===== src/rtl/fp_i2c_job_scheduler.sv =====
// rtl/fp_i2c_job_scheduler.sv - two-requester FP job scheduler feeding one I2C master
//
// Purpose: round-robin arbitrates 66-bit {op, A, B} commands from two requesters,
// then runs one job at a time: drives the shared FP unit, captures its result into
// a 104-bit I2C frame, launches the I2C master, waits for completion or timeout and
// reports a per-job status.
//
// Ports:
//   clk, reset                  clock; asynchronous active-high reset
//   req_valid[1:0]              per-requester command valid
//   req_cmd0/req_cmd1[65:0]     {op[1:0], A[31:0], B[31:0]}
//   req_ready[1:0]              one-hot accept (combinational in IDLE)
//   fp_op/fp_a/fp_b             operands to the FP unit, held until next handshake
//   fp_result[31:0]             FP unit result (combinational from fp_*)
//   i2c_ready                   I2C master idle
//   i2c_frame[103:0]            {ACK_START, op, A, B, result}
//   i2c_enable                  one-cycle launch strobe
//   i2c_complete                I2C transfer finished
//   busy, done, done_id         job in progress / finished pulse / finished requester
//   status[1:0]                 00 ok, 01 bad opcode, 10 I2C timeout

module fp_i2c_job_scheduler #(
  parameter int unsigned FP_WAIT   = 2,
  parameter int unsigned TIMEOUT   = 1000000,
  parameter logic [5:0]  ACK_START = 6'b111111
) (
  input  logic         clk,
  input  logic         reset,
  input  logic [1:0]   req_valid,
  input  logic [65:0]  req_cmd0,
  input  logic [65:0]  req_cmd1,
  output logic [1:0]   req_ready,
  output logic [1:0]   fp_op,
  output logic [31:0]  fp_a,
  output logic [31:0]  fp_b,
  input  logic [31:0]  fp_result,
  input  logic         i2c_ready,
  output logic [103:0] i2c_frame,
  output logic         i2c_enable,
  input  logic         i2c_complete,
  output logic         busy,
  output logic         done,
  output logic         done_id,
  output logic [1:0]   status
);

  localparam int unsigned CNT_MAX = (TIMEOUT > FP_WAIT) ? TIMEOUT : FP_WAIT;
  localparam int          CW      = $clog2(CNT_MAX + 1);
  localparam logic [CW-1:0] FP_LAST = CW'(FP_WAIT - 1);
  localparam logic [CW-1:0] TO_LAST = CW'(TIMEOUT - 1);

  typedef enum logic [2:0] {
    S_IDLE,
    S_EXEC,
    S_SEND,
    S_WAIT_CMPL,
    S_DONE
  } state_t;

  state_t         state;
  state_t         state_nxt;
  logic           last_grant;
  logic           cur_id;
  logic [CW-1:0]  cnt;
  logic [1:0]     grant;
  logic           grant_id;
  logic [65:0]    sel_cmd;
  logic           fp_last;
  logic           wait_timeout;

  assign grant_id     = grant[1];
  assign sel_cmd      = grant_id ? req_cmd1 : req_cmd0;
  assign fp_last      = (cnt == FP_LAST);
  assign wait_timeout = (cnt >= TO_LAST);

  always_comb begin
    state_nxt  = state;
    grant      = 2'b00;
    i2c_enable = 1'b0;
    case (state)
      S_IDLE: begin
        // Grant is suppressed while reset is held so every output reads 0.
        if (!reset) begin
          case (req_valid)
            2'b01:   grant = 2'b01;
            2'b10:   grant = 2'b10;
            2'b11:   grant = last_grant ? 2'b01 : 2'b10;
            default: grant = 2'b00;
          endcase
        end
        if (grant != 2'b00) begin
          state_nxt = (sel_cmd[65:64] == 2'b11) ? S_DONE : S_EXEC;
        end
      end
      S_EXEC: begin
        if (fp_last) state_nxt = S_SEND;
      end
      S_SEND: begin
        if (i2c_ready) begin
          i2c_enable = 1'b1;
          state_nxt  = S_WAIT_CMPL;
        end
      end
      S_WAIT_CMPL: begin
        if (i2c_complete || wait_timeout) state_nxt = S_DONE;
      end
      S_DONE: begin
        state_nxt = S_IDLE;
      end
      default: begin
        state_nxt = S_IDLE;
      end
    endcase
  end

  assign req_ready = grant;
  assign busy      = (state != S_IDLE);
  assign done      = (state == S_DONE);
  assign done_id   = cur_id;

  always_ff @(posedge clk or posedge reset) begin
    if (reset) begin
      state      <= S_IDLE;
      last_grant <= 1'b1;
      cur_id     <= 1'b0;
      cnt        <= '0;
      fp_op      <= 2'b00;
      fp_a       <= 32'h0;
      fp_b       <= 32'h0;
      i2c_frame  <= 104'h0;
      status     <= 2'b00;
    end else begin
      state <= state_nxt;
      case (state)
        S_IDLE: begin
          if (grant != 2'b00) begin
            cur_id     <= grant_id;
            last_grant <= grant_id;
            fp_op      <= sel_cmd[65:64];
            fp_a       <= sel_cmd[63:32];
            fp_b       <= sel_cmd[31:0];
            cnt        <= '0;
            if (sel_cmd[65:64] == 2'b11) status <= 2'b01;
          end
        end
        S_EXEC: begin
          cnt <= cnt + 1'b1;
          if (fp_last) i2c_frame <= {ACK_START, fp_op, fp_a, fp_b, fp_result};
        end
        S_SEND: begin
          // Counter tracks cycles since the launch strobe, so the timeout
          // lands TIMEOUT cycles after i2c_enable.
          cnt <= CW'(1);
        end
        S_WAIT_CMPL: begin
          cnt <= cnt + 1'b1;
          if (i2c_complete)      status <= 2'b00;
          else if (wait_timeout) status <= 2'b10;
        end
        default: begin
        end
      endcase
    end
  end

endmodule


===== config.mk =====
export PLATFORM = sky130hd
export DESIGN_NAME = fp_i2c_job_scheduler
export DESIGN_NICKNAME = d
export VERILOG_FILES = /design/src/rtl/fp_i2c_job_scheduler.sv
export SDC_FILE = /design/constraint.sdc
export NUM_CORES = 1
export LEC_CHECK = 0
export ABC_CLOCK_PERIOD_IN_PS = 7400
export BUFFER_PORTS_ARGS = -buffer_cell sky130_fd_sc_hd__buf_4
export CAP_MARGIN = 15
export CORE_MARGIN = 4
export CORE_UTILIZATION = 45
export DETAILED_ROUTE_END_ITERATION = 16
export GPL_TIMING_DRIVEN = 0
export PLACE_DENSITY_LB_ADDON = 0.08
export SLEW_MARGIN = 20
export SYNTH_ARGS = -nofsm -noshare
export SYNTH_HDL_FRONTEND = slang
export SYNTH_SLANG_ARGS = --single-unit
export TNS_END_PERCENT = 20

===== constraint.sdc =====
create_clock -name clk -period 7.4 [get_ports clk]
set_input_delay 0.74 -clock clk [delete_from_list [all_inputs] [get_ports clk]]
set_output_delay 0.74 -clock clk [all_outputs]
set_load 0.01 [all_outputs]

==> tab_implementation.tex <==
\begin{tabular}{lr}
\hline
Metric & Value \\
\hline
\multicolumn{2}{l}{\textbf{Power and ir drop}} \\
Pwr per Cell Area & 407.7 nW/um\^{}2 \\
Leakage power total & 5.802 nW \\
Flop pwr share & 38.0\% \\
Largest voltage drop on the vdd net & 213.3 uV \\
Part of the total power dissipated in the clock network & 19.4\% \\
Switching power & 1.682 mW \\
Cell internal pwr & 3.119 mW \\
Switching share of power & 35.04\% \\
Share of power burned in combinational logic & 42.6\% \\
\multicolumn{2}{l}{\textbf{Setup path}} \\
Reg2reg setup slack & 4.96 ns \\
Cell Chain, Critical Path & buf\_2 > nor4\_2 > nand3\_1 > inv\_2 > clkbuf\_1 > buf\_4 \\
Category of the worst setup path capture point & output port \\
CP max stage cell & sky130\_fd\_sc\_hd\_\_nand3\_1 \\
Startpoint of the lowest-slack register-to-register path & state[0]\$\_DFFE\_PP0P\_ \\
Peak per-stage delay on the critical path & 0.42 ns \\
Arrival time at the worst endpoint & 2.48 ns \\
Worst setup path class & flip-flop to output port \\
Worst path required time & 6.66 ns \\
Startpoint class of the critical path & flip-flop \\
Critical path origin & state[0]\$\_DFFE\_PP0P\_ \\
CP max FO & 10 \\
\multicolumn{2}{l}{\textbf{Clocking}} \\
Clock transition time at the flip-flop clock pins of the worst setup and hold paths & 0.07 ns \\
Clock tree from TritonCTS & yes \\
Depth of the CTS H-tree & 4 \\
Post CTS Setup Buffer Count & 0 \\
Number of clock buffers inserted by TritonCTS & 17 \\
Buffers from clock root to sink, at most & 2 \\
Post-cts sizing count & 0 \\
Sinks on the clock net & 192 \\
Clk Tree Root Cell & sky130\_fd\_sc\_hd\_\_clkbuf\_16 \\
CTS hold repair buffers & 0 \\
Clock network latency to the later pin of the worst-skew pair & 0.42 ns \\
\multicolumn{2}{l}{\textbf{Route}} \\
Average via count per standard cell & 5.120 \\
DRT antenna net count & 0 \\
Total iterations of the first detailed-routing run & 5 \\
Total number of vias & 6922 \\
Wire length reported by the detailed router & 25560 um \\
1st-iter DRT viols & 384 \\
Average routed wire per standard cell & 18.90 um \\
Post-detailed-route DRC marker count & 0 \\
\multicolumn{2}{l}{\textbf{Cells and area}} \\
Nets & 1283 \\
Fraction of final layout cells with drive strength greater than 1 & 45.41\% \\
Diode count & 0 \\
Post-route insts no fill & 1352 \\
Area growth syn-to-layout & 43.05\% \\
Final-layout fill cell count & 1489 \\
\multicolumn{2}{l}{\textbf{Synthesis}} \\
Area of the mapped netlist & 8234 um\^{}2 \\
Synthesis Warnings & 0 \\
Number of flip-flops and latches in the synthesized netlist & 192 \\
FFs w/ async S/R, synth & 100.0\% \\
Most frequently used flop master after synthesis & sky130\_fd\_sc\_hd\_\_dfrtp\_1 \\
Cells after Synth & 743 \\
Sequential share of the synthesized area & 58.36\% \\
EDFF count, synth & 0 \\
Syn\_nets & 915 \\
Unique cell type count in the Yosys netlist & 47 \\
Per-instance average area after synthesis & 11.08 um\^{}2 \\
\multicolumn{2}{l}{\textbf{GRT}} \\
Via count of the first global-routing pass & 7001 \\
Largest net degree at the start of global routing & 79 \\
First-pass GRT wire length & 39140 um \\
Aggregate global-route resource usage & 24.59\% \\
Number of antenna violations at the first check in global routing & 0 \\
Global route overflow & 0 \\
\multicolumn{2}{l}{\textbf{Floorplan}} \\
Site Rows & 49 \\
Die Width & 143.3 um \\
Die boundary height & 143.3 um \\
Top-level port count & 348 \\
Starting density of the core & 45.84\% \\
Total die area & 20530 um\^{}2 \\
Placeable core region & 17960 um\^{}2 \\
\multicolumn{2}{l}{\textbf{Timing}} \\
Final count of hold timing violations & 0 \\
Endpoints failing setup & 0 \\
Fmax & 0.3110 GHz \\
WHS & 0.2946 ns \\
Min cycle time layout & 3.215 ns \\
Final slew viol count & 0 \\
Total Neg Setup Slack & 0 ns \\
Clock Skews & 0.009093 ns \\
Max-slew headroom & 60.61\% \\
RSZ-0062 raised after global routing & false \\
Final critical-path setup slack & 4.185 ns \\
Worst-Margin Slew & 0.5909 ns \\
Final period util & 43.45\% \\
\multicolumn{2}{l}{\textbf{Placement}} \\
Pre-CTS setup slack & 4.339 ns \\
Half-perimeter wire length of the detailed placement result & 19430 um \\
Number of buffers added on ports & 347 \\
Global placer's final weighted congestion & 0.8266 \\
\# placed instances & 1321 \\
\multicolumn{2}{l}{\textbf{Hold path}} \\
Worst Hold Class & input pin to asynchronous set/reset pin \\
\multicolumn{2}{l}{\textbf{Job}} \\
Number of maximum-capacitance violations & 0 \\
\multicolumn{2}{l}{\textbf{Run status}} \\
Run status & finished, final reports clean \\
\hline
\end{tabular}
## sequential cells by signal, summed over array words and instances, names as in the netlist
register	cells
cnt	20
done_id	1
fp_a	32
fp_b	32
fp_op	2
i2c_frame	99
last_grant	1
state	3
status	2
## through the flow
step	power, mW	util, %	instance area, um^2
6_report	4.802	65.57	11780
5_1_grt	5.115	65.57	11780
4_1_cts	4.858	65.57	11780
3_5_place_dp	3.911	62.28	11190
2_1_floorplan	2.835	-	8234
3_3_place_gp	3.867	61.93	11130
## cell usage in the layout, fill, tap and decap left out, types with 2 or more instances in the layout
| cell type | instances |
|---|---|
| sky130_fd_sc_hd__clkbuf_1 | 19 |
| sky130_fd_sc_hd__o31ai_1 | 2 |
| sky130_fd_sc_hd__nor3_1 | 9 |
| sky130_fd_sc_hd__nand3_1 | 12 |
| sky130_fd_sc_hd__dfrtp_1 | 191 |
| sky130_fd_sc_hd__and3_1 | 4 |
| sky130_fd_sc_hd__nor4_1 | 4 |
| sky130_fd_sc_hd__inv_1 | 3 |
| sky130_fd_sc_hd__nand2_1 | 146 |
| sky130_fd_sc_hd__xor2_1 | 8 |
| sky130_fd_sc_hd__o21a_1 | 2 |
| sky130_fd_sc_hd__a31oi_1 | 64 |
| sky130_fd_sc_hd__o211ai_1 | 2 |
| sky130_fd_sc_hd__mux2_1 | 9 |
| sky130_fd_sc_hd__clkbuf_16 | 17 |
| sky130_fd_sc_hd__buf_2 | 12 |
| sky130_fd_sc_hd__mux2_2 | 91 |
| sky130_fd_sc_hd__buf_6 | 10 |
| sky130_fd_sc_hd__buf_4 | 358 |
| sky130_fd_sc_hd__nor2_1 | 92 |
| sky130_fd_sc_hd__bufinv_16 | 3 |
| sky130_fd_sc_hd__ha_1 | 2 |
| sky130_fd_sc_hd__inv_6 | 3 |
| sky130_fd_sc_hd__mux2i_1 | 3 |
| sky130_fd_sc_hd__a21oi_1 | 7 |
| sky130_fd_sc_hd__clkinv_4 | 2 |
| sky130_fd_sc_hd__clkinv_2 | 4 |
| sky130_fd_sc_hd__a211oi_1 | 2 |
| sky130_fd_sc_hd__xnor2_1 | 9 |
| sky130_fd_sc_hd__buf_16 | 2 |
| sky130_fd_sc_hd__nand4_1 | 7 |
## metal layers
layer,wire (um),GRT usage (%),up-vias
li1,-,-,3294
met1,9860,30.73,3372
met2,13100,42.31,232
met3,2247,7.133,24
met4,346,6.095,0
met5,0,0,-
## cell type report
class	count	area [um^2]	area share, %
multi-input cells	494	3083	26.17
inverters	5	26.28	0.2231
well taps	229	286.5	2.433
plain buffers	52	326.6	2.772
flip-flops and latches	192	4806	40.80
clock buffers	18	429.2	3.644
clock inverters	13	161.4	1.370
repair buffers	349	2660	22.58
## logic make-up (layout without fill, tap and decap cells)
group | after synthesis | after routing | share of synthesized area [%]
adders and majority gates | 2 | 2 | 0.3039
and+or+nand+nor | 283 | 283 | 14.12
muxes | 103 | 103 | 14.04
buffers and inverters | 57 | 437 | 4.194
DFF | 192 | 192 | 58.36
AOI/OAI and AO/OA | 89 | 89 | 7.172
xor gates and xnor gates | 17 | 17 | 1.808
## path summary, 6_finish.rpt
path,depth (start not counted),to
hold reg to reg,2,last_grant$_DFFE_PP1P_
min in group clk,2,last_grant$_DFFE_PP1P_
setup reg to reg,7,fp_a[21]$_DFFE_PP0P_
hold / removal,2,status[1]$_DFFE_PP0P_
setup / recovery,6,req_ready[1]
max in group asynchronous,4,fp_b[7]$_DFFE_PP0P_
## worst max-delay path, delay by kind of cell, from the launching register on
family,cells,cell delay (ns)
buffers and inverters,4,0.86
DFF,1,0.35
and+or+nand+nor,2,0.83
## synthesized netlist by cell type, types with 3 or more instances
cell | count | area (um^2)
sky130_fd_sc_hd__buf_4 | 11 | 82.58
sky130_fd_sc_hd__inv_1 | 4 | 15.01
sky130_fd_sc_hd__mux2_2 | 91 | 1025
sky130_fd_sc_hd__nand3_1 | 12 | 60.06
sky130_fd_sc_hd__buf_2 | 12 | 60.06
sky130_fd_sc_hd__and3_1 | 4 | 25.02
sky130_fd_sc_hd__mux2i_1 | 3 | 30.03
sky130_fd_sc_hd__nor3_1 | 9 | 45.04
sky130_fd_sc_hd__a31oi_1 | 64 | 400.4
sky130_fd_sc_hd__clkbuf_1 | 18 | 67.56
sky130_fd_sc_hd__nand4_1 | 7 | 43.79
sky130_fd_sc_hd__dfrtp_1 | 191 | 4780
sky130_fd_sc_hd__mux2_1 | 9 | 101.4
sky130_fd_sc_hd__a21oi_1 | 7 | 35.03
sky130_fd_sc_hd__xor2_1 | 8 | 70.07
sky130_fd_sc_hd__nor2_1 | 92 | 345.3
sky130_fd_sc_hd__xnor2_1 | 9 | 78.83
sky130_fd_sc_hd__nor4_1 | 4 | 25.02
sky130_fd_sc_hd__nand2_1 | 146 | 548.0
sky130_fd_sc_hd__buf_6 | 10 | 112.6
## power by group through the flow
stage | Combinational (mW) | Clock [mW] | Sequential, mW
2_1_floorplan | 0.862 | 0 | 1.97
3_3_place_gp | 2.05 | 0 | 1.82
3_5_place_dp | 2.07 | 0 | 1.84
4_1_cts | 2.08 | 0.955 | 1.82
5_1_grt | 2.23 | 0.997 | 1.89
6_report | 2.05 | 0.932 | 1.82
Note: power is estimated with default switching activity, not from simulation.
